--- src/rtl/uart_rx_cmd_ctrl.sv ---
// Frames the UART receiver byte stream into command packets: SYNC, LEN, payload, XOR checksum.
// Payload goes to an external buffer; a validated command is held until the consumer accepts it.
module uart_rx_cmd_ctrl #(
    parameter logic [7:0] SYNC_BYTE   = 8'hA5,
    parameter int         MAX_LEN     = 16,
    parameter int         TIMEOUT_CYC = 208332,
    parameter int         TW          = 18
) (
    input  logic       clk,
    input  logic       reset,
    input  logic [7:0] rx_data,
    input  logic       rx_valid,
    input  logic       rx_frame_err,
    output logic       wr_en,
    output logic [7:0] wr_addr,
    output logic [7:0] wr_data,
    output logic       cmd_valid,
    output logic [7:0] cmd_len,
    input  logic       cmd_ready,
    output logic       err_chk,
    output logic       err_len,
    output logic       err_timeout,
    output logic       err_frame,
    output logic [7:0] err_cnt,
    output logic       busy
);

    typedef enum logic [2:0] {IDLE, LEN, DATA, CHK, DONE} state_t;

    localparam logic [7:0]    MAX_LEN_B = MAX_LEN[7:0];
    localparam logic [TW-1:0] TMO_LAST  = TW'(TIMEOUT_CYC - 1);

    state_t        state;
    logic [7:0]    chk;
    logic [7:0]    idx;
    logic [TW-1:0] timer;

    function automatic logic [7:0] sat_inc(input logic [7:0] v);
        return (v == 8'hFF) ? v : v + 8'd1;
    endfunction

    assign busy = (state != IDLE);

    always_ff @(posedge clk or posedge reset) begin
        if (reset) begin
            state       <= IDLE;
            chk         <= '0;
            idx         <= '0;
            timer       <= '0;
            wr_en       <= 1'b0;
            wr_addr     <= '0;
            wr_data     <= '0;
            cmd_valid   <= 1'b0;
            cmd_len     <= '0;
            err_chk     <= 1'b0;
            err_len     <= 1'b0;
            err_timeout <= 1'b0;
            err_frame   <= 1'b0;
            err_cnt     <= '0;
        end else begin
            wr_en       <= 1'b0;
            err_chk     <= 1'b0;
            err_len     <= 1'b0;
            err_timeout <= 1'b0;
            err_frame   <= 1'b0;

            case (state)
                IDLE: begin
                    timer <= '0;
                    // A byte flagged with a frame error is never taken as a sync byte.
                    if (rx_valid && !rx_frame_err && rx_data == SYNC_BYTE)
                        state <= LEN;
                end

                LEN, DATA, CHK: begin
                    // Priority: frame error, then a byte, then timer expiry.
                    if (rx_frame_err) begin
                        state     <= IDLE;
                        err_frame <= 1'b1;
                        err_cnt   <= sat_inc(err_cnt);
                    end else if (rx_valid) begin
                        timer <= '0;
                        case (state)
                            LEN: begin
                                if (rx_data != 8'd0 && rx_data <= MAX_LEN_B) begin
                                    state   <= DATA;
                                    chk     <= rx_data;
                                    idx     <= '0;
                                    cmd_len <= rx_data;
                                end else begin
                                    state   <= IDLE;
                                    err_len <= 1'b1;
                                    err_cnt <= sat_inc(err_cnt);
                                end
                            end
                            DATA: begin
                                wr_en   <= 1'b1;
                                wr_addr <= idx;
                                wr_data <= rx_data;
                                chk     <= chk ^ rx_data;
                                idx     <= idx + 8'd1;
                                if (idx == cmd_len - 8'd1)
                                    state <= CHK;
                            end
                            CHK: begin
                                if (rx_data == chk) begin
                                    state     <= DONE;
                                    cmd_valid <= 1'b1;
                                end else begin
                                    state   <= IDLE;
                                    err_chk <= 1'b1;
                                    err_cnt <= sat_inc(err_cnt);
                                end
                            end
                            default: state <= IDLE;
                        endcase
                    end else if (timer == TMO_LAST) begin
                        state       <= IDLE;
                        err_timeout <= 1'b1;
                        err_cnt     <= sat_inc(err_cnt);
                    end else begin
                        timer <= timer + TW'(1);
                    end
                end

                DONE: begin
                    // Incoming bytes and frame errors are dropped while a command is pending.
                    if (cmd_ready) begin
                        cmd_valid <= 1'b0;
                        state     <= IDLE;
                    end
                end

                default: state <= IDLE;
            endcase
        end
    end

endmodule
--- config.mk ---
export PLATFORM = sky130hd
export DESIGN_NAME = uart_rx_cmd_ctrl
export DESIGN_NICKNAME = d
export VERILOG_FILES = /design/src/rtl/uart_rx_cmd_ctrl.sv
export SDC_FILE = /design/constraint.sdc
export NUM_CORES = 1
export LEC_CHECK = 0
export ABC_CLOCK_PERIOD_IN_PS = 2600
export CAP_MARGIN = 20
export CORE_UTILIZATION = 49
export DETAILED_ROUTE_END_ITERATION = 16
export PLACE_DENSITY = 0.82
export SETUP_SLACK_MARGIN = 0.5
export SLEW_MARGIN = 0
export SYNTH_ARGS = -nofsm -noshare
export SYNTH_HDL_FRONTEND = slang
export SYNTH_SLANG_ARGS = --single-unit
--- constraint.sdc ---
create_clock -name clk -period 2.6 [get_ports clk]
set_input_delay 0.78 -clock clk [delete_from_list [all_inputs] [get_ports clk]]
set_output_delay 0.78 -clock clk [all_outputs]
set_load 0.02 [all_outputs]
* Word-level counts from Yosys, hierarchy flattened
Index checks and enable logic that the tools add are counted.
Widths: inputs -> output; s select.
** Word-level totals
- Register bits :: 75
- Output and inout bits :: 39
- Word-level logic and storage cells :: 113
** Cells by class
- $add $sub $neg :: 4
- $lt $le $gt $ge :: 1
- Equal/unequal tests :: 22
- Multiplexer cells :: 51
- Bitwise gates (word level) :: 2
- Reductions and logical operators :: 19
** Operators with widths (count)
- $mux 8 :: 8
- $mux 18 :: 3
- $pmux 8 s2 :: 3
- $pmux 18 s2 :: 1
- $mux 1 :: 25
- $mux 3 :: 7
- $add 18x1->18 const B :: 1
- $eq 18x18->1 const B :: 1
- $pmux 3 s3 :: 2
- $add 8x1->8 const B :: 2
- $eq 8x8->1 :: 2
- $eq 8x8->1 const B :: 2
- $reduce_and 5->1 :: 3
- $ne 2x2->1 const B :: 7
- $ne 4x4->1 const B :: 3
- $le 8x5->1 const B :: 1
- $reduce_and 4->1 :: 2
- $reduce_bool 8->1 :: 1
- $sub 8x1->8 const B :: 1
- $xor 8x8->8 :: 1
- $eq 3x2->1 const B :: 2
- $reduce_and 6->1 :: 1
- $reduce_bool 2->1 :: 3
- $reduce_bool 3->1 :: 2
- 13 further kinds :: 15

* Longest topological paths before layout
- Word-level depth :: 7
- Mapped depth :: 8
- Mapped depth without buffers :: 8

* Worst setup path before layout
OpenSTA, ideal clock, no wires.
- Path kind :: input to register
- Start :: input port rx_data[0]
- End :: register chk[5]
- Setup time :: 0.122 ns
- Data arrival time :: 2.043 ns
- Required time :: 2.478 ns
- Setup slack :: 0.434 ns
- Stages on the path :: 6
- Path buffers :: 0
- Path through :: nor4_2 > xnor2_1 > a31oi_2 > nor2_2 > nand2_1 > xor2_1
** Between the ends
- Longest elaborated chain between the ends :: 4
** RTL lines
- start, declared :: line 11 : input logic [7:0] rx_data,
- $le 8x5->1 or $reduce_bool 8->1 (tied branches) :: line 85 : if (rx_data != 8'd0 && rx_data <= MAX_LEN_B) begin
- $logic_and 1x1->1 * :: line 85
- $ne 2x2->1 (no source line) *
- $reduce_and 5->1 (no source line) *
- end signal, assigned :: line 87 : chk <= rx_data;
- end signal, assigned :: line 100 : chk <= chk ^ rx_data;
- end, declared :: line 34 : logic [7:0] chk;
Mark *: on every way between the ends. The rest lies on a longest branch, timed or not.
A chain may end at the register's enable or synchronous reset.

* Worst setup path after layout
- Start :: input port rx_data[5]
- End :: register state[1]
** Between the ends
- Longest elaborated chain between the ends :: 7
** RTL lines
- $le 8x5->1 or $reduce_bool 8->1 (tied branches) :: line 85
- $logic_and 1x1->1 :: line 85
- $mux 2 :: line 85
- $pmux 3 s3 :: line 83 : case (state)
- $mux 3 :: line 81 : end else if (rx_valid) begin
- $mux 3 :: line 77 : if (rx_frame_err) begin
- $pmux 3 s3 :: line 67 : case (state)
- end signal, assigned :: line 72 : state <= LEN;
- end signal, assigned :: line 78 : state <= IDLE;
- end signal, assigned :: line 86 : state <= DATA;
- end, declared :: line 33 : state_t state;
Parallel ways exist; a longest one is shown, timed or not.

==> results.md <==
- Status: complete, no violations
- Horiz. Die Dim: 89.06 um
- Vias post-DR: 3295
- Initial antenna violation count: 0
- CP startpoint kind: input port
- M2 GR Usage: between 40 and 50%
- GPL Wtd Cong: 0.8747
- Worst-case reg-to-reg path depth: 8
- Post-Synth Adder-Cell Area: around 1.3%
- Cell area after synthesis: 0.003714 sq mm
- Largest net degree at the start of global routing: 38
- Synth area leader: dfrtp_1
- Slew @ Worst Pin: 489.3 ps
- Crit. Startpoint: rx_data[5]
- TritonCTS clock tree: built
- Clk_lat worst skew: ~350 ps
- Ys Warns: 0
- Area fraction of the dominant cell type after synthesis: 50.54%
- Sequential area share after synthesis: 50.54%
- Area of the die: 0.007931 sq mm
- First-pass GRT wire length: 14.78 mm
- Worst R2R Start: cmd_len[1]$_DFFE_PP0P_
- Final period util: 83.34%
- # hold bufs at CTS: 0
- Critical path capture point: state[1]$_DFFE_PP0P_
- CTS H-tree depth: 3
- Fmax achieved: between 400 and 500 MHz
- Async SR Flop Fraction: 100.0%
- Worst Path Max Fanout: 4
- Setup repair after global routing missed its margin: true
- Antenna viol nets, final: 0
- Leak: 2.579 nW
- EDFF count, synth: 0
- Crit. End Element: flip-flop
- Worst hold path depth: 2
- VDD IR max: 0.0005084 V
- DPL Wire Length: just over 6 mm
- Dpl cells: 562
- Grt met3 use: 5.910%
- Final clock skew: 14.94 ps
- Most common cell after layout, fill and taps aside: nand2_1
- Kind of critical path: in -> reg
- Post-synthesis compound-gate area fraction: ~6.7%
- Post-route design area: around 0.005 sq mm
- Sw frac: 36.00%
- Reg2Reg Setup Slack: between 400 and 500 ps
- DR DRC count: 0
- Share of post-route cells with drive strength above 1: 22.27%
- Chip Height: 89.06 um
- Power per cell area: 715.6 mW/mm^2
- Vias in the first global route: approximately 3k
- Placed Area: 0.004624 sq mm
- DRT Wirelength: 9.654 mm
- Most used DFF post-synth: dfrtp_1
- Slew Limit Headroom: 67.26%
- FF-to-FF End: state[1]$_DFFE_PP0P_
- Syn Nets: around 400
- Global route overflow: 0
- Synth Area per Inst: about 9.6 sq um
- Worst min-delay path class: reg -> reg
- Clock slew at reported path FFs: 90 ps
- GR peak layer: met2
- DRT Pass-1 Iters: 5
- Core area: 0.007292 sq mm
- Wirelength per Cell: 16.28 um
- Worst hold slack: around 480 ps
- Num rows: 31
- Top post-synthesis cells by area: dfrtp_1 51%, nand2_1 8.9%, xor2_1 8.5%
- Commonest cells after routing, fill and taps aside: 87 x nand2_1, 71 x dfrtp_1, 45 x buf_4, 36 x xor2_1, 34 x nor2_1
- Final net count: 506
- P_sw: 0.001296 W
- Top-Level Pins: between 50 and 60
- Final setup violation count: 0
- Slew Limit Fails: 0
- Clock share of power: 24.9%
- Crit-path max cell delay: a little under 600 ps
- Comb power frac: around 33%
- Tmin final: 2167 ps
- HP Start: wr_addr[4]$_DFFE_PP0P_
- Worst path required time: 2840 ps
- Final Hold Viols: 0
- Initial DRC Count: 223
- Post-synthesis mux area share: 0.7075%
- Initial Utilization: around 51%
- GR Layer Usage met1: a little under a third
- Unique masters post-synth: 54
- Flops & latches, synth: 75
- CTS root buffer: clkbuf_8
- # diodes: 0
- Port Buffer Count: 51
- Post-Syn Instances: 387
- Largest family of logic cells by synthesized area: simple AND/OR/NAND/NOR gates
- # Max-Cap Violations: 0
- Non-Filler Instances: between 500 and 600
- Area Growth Syn to Fin: 35.44%
- Worst path slowest cell: or4bb_4
- Critical Path AT: around 2400 ps
- Xor/xnor cell area share of the yosys netlist: 11.79%
- Part of the power in registers: between 40% and 50%
- CTS Buf Count: 9
- Worst path cell trace: dlygate4sd2_1 -> or4bb_4 -> nor2_4 -> o211a_1 -> nand3_2 -> mux2_4
- Internal cell power: 0.002304 W
- Overall routing resource usage: between 20% and 30%
- Post-Synth Simple-Gate Area: between 20 and 30%
- Vias per cell: 5.556
- Clock Sinks: 75
- Max clock buf depth: 2
synth_stat cells (4+ instances only):
library cell   n
and2_1         6
dfrtp_1       75
nand2_1       88
nand3_1       15
a21oi_1        8
and3_1         4
clkbuf_1       7
nor2_1        35
xor2_1        36
inv_1         10
or3_1          5
ha_1           4
xnor2_1       14
nand4_1        7
o21ai_0       15
nor3_1         5
registers in the layout (all words and copies together), names as in the netlist:
register     count
chk              8
cmd_len          8
cmd_valid        1
err_chk          1
err_cnt          8
err_frame        1
err_len          1
err_timeout      1
idx              8
state            3
timer           18
wr_addr          8
wr_data          8
wr_en            1
cell type report:
class,instances,area (sq um)
clock buffers,10,127.6
clock inverters,6,65.06
inverters,10,41.29
well taps,99,123.9
multi-input cells,294,1932
flip-flops and latches,75,1882
fillers,540,2262
repair buffers,99,858.3
per-layer routing:
metal	wire length, um	part of all wire, %
met2	4781	50
met4	288	3.0
met3	585	6.1
met5	0	0
met1	3998	41
power groups by stage:
| stage | sequential (W) | combinational [W] | clock, W |
|---|---|---|---|
| 2_1_floorplan | 0.00163 | 0.000526 | 0 |
| 3_3_place_gp | 0.00154 | 0.00103 | 0 |
| 3_5_place_dp | 0.00155 | 0.00106 | 0 |
| 4_1_cts | 0.00153 | 0.00106 | 0.000906 |
| 5_1_grt | 0.00154 | 0.00128 | 0.000959 |
| 6_report | 0.00152 | 0.00118 | 0.000896 |
through the flow:
step,total power (W),worst slack (ps),TNS (ps),util (%)
after floorplan,0.002160,491.2,0,-
after CTS,0.003489,286.6,0,66.88
after detailed placement,0.002611,-192.4,-2748,63.42
after global routing,0.003774,378.1,0,68.98
after global placement,0.002568,-150.9,-1181,63.42
final,0.003599,433.0,0,68.98
worst max-delay path, delay by kind of cell:
| family | cells | cell delay, ps |
|---|---|---|
| and+or+nand+nor | 3 | 790 |
| muxes | 1 | 310 |
| buffers and inverters | 1 | 300 |
| AOI/OAI and AO/OA | 1 | 230 |
worst min-delay path by stage:
| stage | end | slack [ps] |
|---|---|---|
| floorplan | wr_addr[7]$_DFFE_PP0P_ | 500 |
| global placement | wr_addr[0]$_DFFE_PP0P_ | 460 |
| detailed placement | wr_data[1]$_DFFE_PP0P_ | 470 |
| CTS | wr_addr[0]$_DFFE_PP0P_ | 490 |
| global route | wr_addr[4]$_DFFE_PP0P_ | 510 |
| finish | wr_addr[4]$_DFFE_PP0P_ | 480 |
timing repair:
action	in CTS	in global routing
gates resized for setup	52	43
setup endpoints to repair	68	46
endpoints found under the hold margin	0	0
setup buffers	6	7
pin swaps	13	15
cloned	1	1
kinds of logic (layout without fill, tap and decap cells):
| kind of cell | count (synthesis) | count (layout) |
|---|---|---|
| flops | 75 | 75 |
| simple gates | 199 | 200 |
| mux | 2 | 2 |
| fa+ha+maj | 4 | 4 |
| xor+xnor | 50 | 50 |
| compound gates | 38 | 38 |
| buf+inv | 19 | 125 |
No activity file was read; power rests on OpenSTA's default activity.
